File: src/rtl/segre_pkg.sv
// Shared sizes and enumerations for the segre memory-side blocks.
package segre_pkg;

   localparam int unsigned ADDR_SIZE = 32;
   localparam int unsigned LINE_SIZE = 128;

   typedef enum logic [1:0] {
      IDLE    = 2'd0,
      BUSY_IC = 2'd1,
      BUSY_DC = 2'd2,
      DONE    = 2'd3
   } mem_arb_state_e;

   typedef enum logic {
      GNT_IC = 1'b0,
      GNT_DC = 1'b1
   } mem_arb_grant_e;

endpackage : segre_pkg

File: src/rtl/segre_rr_arb2.sv
// Two-way round-robin pick between the instruction and data caches.
module segre_rr_arb2
   import segre_pkg::*;
(
   input  logic           ic_req,
   input  logic           dc_req,
   input  mem_arb_grant_e last_grant,
   output mem_arb_grant_e grant_c
);

   // On a tie the side that did not win last time gets the memory.
   always_comb begin
      grant_c = last_grant;
      if (ic_req && dc_req) begin
         grant_c = (last_grant == GNT_IC) ? GNT_DC : GNT_IC;
      end else if (ic_req) begin
         grant_c = GNT_IC;
      end else if (dc_req) begin
         grant_c = GNT_DC;
      end
   end

endmodule : segre_rr_arb2

File: src/rtl/segre_mem_arbiter.sv
// Serialises IC refills and DC refills/writebacks onto a single memory port,
// one outstanding transfer at a time.
module segre_mem_arbiter
   import segre_pkg::*;
#(
   parameter int unsigned ADDR_W = ADDR_SIZE,
   parameter int unsigned LINE_W = LINE_SIZE
) (
   input  logic              clk_i,
   input  logic              rsn_i,

   input  logic              ic_req_i,
   input  logic [ADDR_W-1:0] ic_addr_i,
   output logic              ic_rsp_valid_o,
   output logic [LINE_W-1:0] ic_rdata_o,

   input  logic              dc_req_i,
   input  logic              dc_we_i,
   input  logic [ADDR_W-1:0] dc_addr_i,
   input  logic [LINE_W-1:0] dc_wdata_i,
   output logic              dc_rsp_valid_o,
   output logic [LINE_W-1:0] dc_rdata_o,

   output logic              mem_req_o,
   output logic              mem_we_o,
   output logic [ADDR_W-1:0] mem_addr_o,
   output logic [LINE_W-1:0] mem_wdata_o,
   input  logic              mem_ready_i,
   input  logic [LINE_W-1:0] mem_rdata_i
);

   mem_arb_state_e state_q, state_d;
   mem_arb_grant_e last_grant_q, gnt_q, arb_grant_c;

   logic grant_now_c;
   logic done_now_c;
   logic mem_req_d;
   logic ic_rsp_d;
   logic dc_rsp_d;

   segre_rr_arb2 u_rr_arb2 (
      .ic_req     (ic_req_i),
      .dc_req     (dc_req_i),
      .last_grant (last_grant_q),
      .grant_c    (arb_grant_c)
   );

   always_ff @(posedge clk_i or negedge rsn_i) begin
      if (!rsn_i) begin
         state_q <= IDLE;
      end else begin
         state_q <= state_d;
      end
   end

   // Requests are only looked at in IDLE, so DONE always drains back first.
   always_comb begin
      state_d = state_q;
      case (state_q)
         IDLE: begin
            if (ic_req_i || dc_req_i) begin
               state_d = (arb_grant_c == GNT_IC) ? BUSY_IC : BUSY_DC;
            end
         end
         BUSY_IC,
         BUSY_DC: begin
            if (mem_ready_i) begin
               state_d = DONE;
            end
         end
         DONE:    state_d = IDLE;
         default: state_d = IDLE;
      endcase
   end

   // Next values for the registered outputs, derived from the upcoming state.
   always_comb begin
      grant_now_c = 1'b0;
      done_now_c  = 1'b0;
      mem_req_d   = 1'b0;
      ic_rsp_d    = 1'b0;
      dc_rsp_d    = 1'b0;
      grant_now_c = (state_q == IDLE) && (ic_req_i || dc_req_i);
      done_now_c  = ((state_q == BUSY_IC) || (state_q == BUSY_DC)) && mem_ready_i;
      mem_req_d   = (state_d == BUSY_IC) || (state_d == BUSY_DC);
      ic_rsp_d    = (state_d == DONE) && (gnt_q == GNT_IC);
      dc_rsp_d    = (state_d == DONE) && (gnt_q == GNT_DC);
   end

   always_ff @(posedge clk_i or negedge rsn_i) begin
      if (!rsn_i) begin
         last_grant_q   <= GNT_DC;
         gnt_q          <= GNT_IC;
         mem_req_o      <= 1'b0;
         mem_we_o       <= 1'b0;
         mem_addr_o     <= '0;
         mem_wdata_o    <= '0;
         ic_rsp_valid_o <= 1'b0;
         dc_rsp_valid_o <= 1'b0;
         ic_rdata_o     <= '0;
         dc_rdata_o     <= '0;
      end else begin
         mem_req_o      <= mem_req_d;
         ic_rsp_valid_o <= ic_rsp_d;
         dc_rsp_valid_o <= dc_rsp_d;
         if (grant_now_c) begin
            last_grant_q <= arb_grant_c;
            gnt_q        <= arb_grant_c;
            if (arb_grant_c == GNT_IC) begin
               mem_addr_o <= ic_addr_i;
               mem_we_o   <= 1'b0;
            end else begin
               mem_addr_o  <= dc_addr_i;
               mem_we_o    <= dc_we_i;
               mem_wdata_o <= dc_wdata_i;
            end
         end
         // A writeback completion leaves dc_rdata_o untouched.
         if (done_now_c) begin
            if (gnt_q == GNT_IC) begin
               ic_rdata_o <= mem_rdata_i;
            end else if (!mem_we_o) begin
               dc_rdata_o <= mem_rdata_i;
            end
         end
      end
   end

endmodule : segre_mem_arbiter

File: config.mk
export PLATFORM = sky130hd
export DESIGN_NAME = segre_mem_arbiter
export DESIGN_NICKNAME = d
export VERILOG_FILES = /design/src/rtl/segre_pkg.sv /design/src/rtl/segre_rr_arb2.sv /design/src/rtl/segre_mem_arbiter.sv
export SDC_FILE = /design/constraint.sdc
export NUM_CORES = 1
export LEC_CHECK = 0
export CORE_AREA = 2 2 294 296
export DETAILED_ROUTE_END_ITERATION = 16
export DIE_AREA = 0 0 296 298
export HOLD_SLACK_MARGIN = 0.08
export PLACE_DENSITY_LB_ADDON = 0.25
export SLEW_MARGIN = 30
export SYNTH_ARGS = -nofsm -noshare
export SYNTH_HDL_FRONTEND = slang
export SYNTH_SLANG_ARGS = --single-unit
File: constraint.sdc
create_clock -name clk_i -period 2.6 [get_ports clk_i]
set_input_delay 0.26 -clock clk_i [delete_from_list [all_inputs] [get_ports clk_i]]
set_output_delay 0.26 -clock clk_i [all_outputs]
set_load 0.05 [all_outputs]
==> flow_metrics.env, run 1 <==
export IMPL_status="finished clean"
export IMPL_path_buf_inv=1
export IMPL_vias_per_cell=3.87
export IMPL_ys_seq_area_frac=0.638
export IMPL_syn_area_um2=16600
export IMPL_die_width_um=296
export IMPL_grt_antenna_before_repair=7
export IMPL_top_usage_layer="met2"
export IMPL_ys_types=31
export IMPL_grt_pass1_wl_um=85800
export IMPL_met2_usage=0.239
export IMPL_firstDrtPassIters=4
export IMPL_post_synth_cell_area_avg_um2=16.2
export IMPL_slowest_stage="clkdlybuf4s50_1"
export IMPL_cts_tree="done"
export IMPL_tns_ns=0
export IMPL_drt_iter0_markers=445
export IMPL_root_buffer="clkbuf_16"
export IMPL_fin_hold_ws_ns=0.236
export IMPL_timing_final_crit_share=0.885
export IMPL_drive_gt1_frac=0.270
export IMPL_clk_path_buf_depth=3
export IMPL_fin_nets=2126
export IMPL_htree_levels=2
export IMPL_period_needed_ns=2.30
export IMPL_r2r_end="mem_wdata_o[88]$_DFFE_PN0P_"
export IMPL_hold_buffers=1
export IMPL_cts_sinks=424
export IMPL_crit_family="buffers and inverters"
export IMPL_grt_pass1_vias=12600
export IMPL_r2r_start="state_q[1]$_DFF_PN0_"
export IMPL_yosys_warnings=0
export IMPL_grt_max_degree=74
export IMPL_num_vias=11600
export IMPL_finalHoldViolations=0
export IMPL_synth_edf_count=0
export IMPL_grt_util_all_layers=0.130
export IMPL_slew_violations=0
export IMPL_grtUsageMet1=0.143
export IMPL_clk_pin_slew_worst_paths_ns=0.06
export IMPL_critPathMaxFanout=1
export IMPL_overflow=0
export IMPL_cts_made_buffers=52
export IMPL_max_stage_delay_ns=0.98
export IMPL_wl_um=59700
export IMPL_min_path_type="in -> async"
export IMPL_fmax_mhz=435
export IMPL_fp_dieH_um=298
export IMPL_area_delta_synth_final_pct=64.4
export IMPL_mostFrequentLayoutCell="clkdlybuf4s50_1"
export IMPL_most_common_layout_cells="clkdlybuf4s50_1 (744), dfrtp_1 (423), mux2_2 (275)"
export IMPL_setup_viol=0
export IMPL_ctsResizeCount=0
export IMPL_maxCapViolations=0
export IMPL_core_um2=84900
export IMPL_relSlewSlack=0.536
export IMPL_path_cells="clkdlybuf4s50_1"
export IMPL_clk_latency_ns=0.59
export IMPL_initial_core_util=0.196
export IMPL_rr_worst_depth=7
export IMPL_cp_start_kind="flop"
export IMPL_syn_inst=1027
export IMPL_nFillCells=8507
export IMPL_rsz0062_at_grt="no"
export IMPL_num_io_pins=746
export IMPL_portBuffers=745
export IMPL_avgRoutedWirePerCell_um=20.0
export IMPL_post_cts_setup_buffer_count=0
export IMPL_row_count=107
export IMPL_ant_nets=0
export IMPL_crit_cells=1
export IMPL_synth_seq_cells=424
export IMPL_hpwl_um=45000
export IMPL_setup_slack_ns=0.300
export IMPL_drc=0
export IMPL_ys_async_sr_fraction=1.00
export IMPL_synth_ff_type="dfrtp_1"
export IMPL_grtUsageMet3=0.0316
export IMPL_die_area_um2=88200
export IMPL_tightest_slew_ns=0.697
export IMPL_worstPathRequired_ns=2.34
export IMPL_critPathKind="reg -> out"
export IMPL_arrival_ns=2.04
export IMPL_cp_end_kind="output port"
export IMPL_cp_startpoint="dc_rsp_valid_o$_DFF_PN0_"
export IMPL_synth_fp_nets=1356
export IMPL_place_gp_congestion=0.796
export IMPL_reg2reg_setup_slack_ns=0.46
export IMPL_crit_path_end="dc_rsp_valid_o"
export IMPL_finClkSkew_ns=0.0231
export IMPL_pre_cts_ws_ns=0.257
## worst min-delay path by stage
stage,endpoint,slack (ns),cells after the start,start
6_report,mem_wdata_o[104]$_DFFE_PN0P_,0.24,2,rsn_i
5_1_grt,mem_addr_o[16]$_DFFE_PN0P_,0.21,3,ic_addr_i[16]
2_1_floorplan,dc_rdata_o[0]$_DFFE_PN0P_,-0.04,0,rsn_i
4_1_cts,mem_addr_o[16]$_DFFE_PN0P_,0.18,3,ic_addr_i[16]
3_5_place_dp,mem_wdata_o[104]$_DFFE_PN0P_,0.30,1,rsn_i
3_3_place_gp,mem_wdata_o[104]$_DFFE_PN0P_,0.29,1,rsn_i
## registers in the layout (all words and copies together) (netlist names)
name	flops
mem_we_o	1
state_q	2
ic_rdata_o	128
last_grant_q	1
mem_addr_o	32
mem_wdata_o	128
dc_rdata_o	128
ic_rsp_valid_o	1
gnt_q	1
dc_rsp_valid_o	1
mem_req_o	1
## cell families (layout without fill, tap and decap cells)
logic type,count (synthesis),count (layout),share of synthesized area
and+or+nand+nor,80,80,0.0226
adders and majority gates,3,3,0.00226
muxes,385,385,0.283
other,0,7,0
buffers and inverters,64,876,0.0284
AOI/OAI and AO/OA,71,71,0.0250
DFF,424,424,0.638
## metrics by stage
step / cells / utilization / instance area (um^2)
floorplan: 1027 / - / 16600
finish: 2990 / 0.322 / 27300
global placement: 2886 / 0.300 / 25500
detailed placement: 2886 / 0.300 / 25500
global route: 2990 / 0.322 / 27300
CTS: 2983 / 0.322 / 27300
## per-layer routing
metal / vias up / wire length [um]
met5: - / 0
met2: 388 / 31900
met4: 0 / 1880
li1: 5209 / -
met3: 110 / 3640
met1: 5871 / 22300
## synthesized netlist by cell type (all sizes together) (2+ instances only)
cell type | number | share of area
nand2 | 5 | 0.0011
and2 | 2 | 0.00075
clkbuf | 16 | 0.0036
dfrtp | 423 | 0.64
nor2 | 34 | 0.0077
mux2 | 384 | 0.28
o21ai | 34 | 0.010
nor2b | 2 | 0.00075
buf | 46 | 0.024
ha | 3 | 0.0023
nand3 | 33 | 0.0099
a31oi | 32 | 0.012
inv | 2 | 0.00045
## layout make-up
| type | count | area (um^2) | share of cell area |
|---|---|---|---|
| Tap cell | 1144 | 1430 | 0.0524 |
| Timing Repair Buffer | 778 | 7910 | 0.290 |
| Antenna cell | 7 | 17.5 | 0.000641 |
| Sequential cell | 424 | 10600 | 0.388 |
| Multi-Input combinational cell | 539 | 5540 | 0.203 |
| Inverter | 2 | 7.51 | 0.000275 |
| Clock inverter | 16 | 244 | 0.00893 |
| Clock buffer | 80 | 1560 | 0.0570 |
Power of run 1 is not shown: default switching activity piles up to over one toggle a cycle in this logic, so the estimate is an artifact.
==> run 2, diff against run 1 <==
--- a/config.mk
+++ b/config.mk
@@ -5,12 +5,14 @@
 export SDC_FILE = /design/constraint.sdc
 export NUM_CORES = 1
 export LEC_CHECK = 0
+export CAP_MARGIN = 40
 export CORE_AREA = 2 2 294 296
 export DETAILED_ROUTE_END_ITERATION = 16
 export DIE_AREA = 0 0 296 298
-export HOLD_SLACK_MARGIN = 0.08
+export HOLD_SLACK_MARGIN = 0.12
 export PLACE_DENSITY_LB_ADDON = 0.25
 export SLEW_MARGIN = 30
 export SYNTH_ARGS = -nofsm -noshare
 export SYNTH_HDL_FRONTEND = slang
 export SYNTH_SLANG_ARGS = --single-unit
+export TNS_END_PERCENT = 1
==> results of run 2 <==
Same layout as run 1: the final DEF is identical, and so are final timing and power.
Power of run 2 is left out for the same reason.
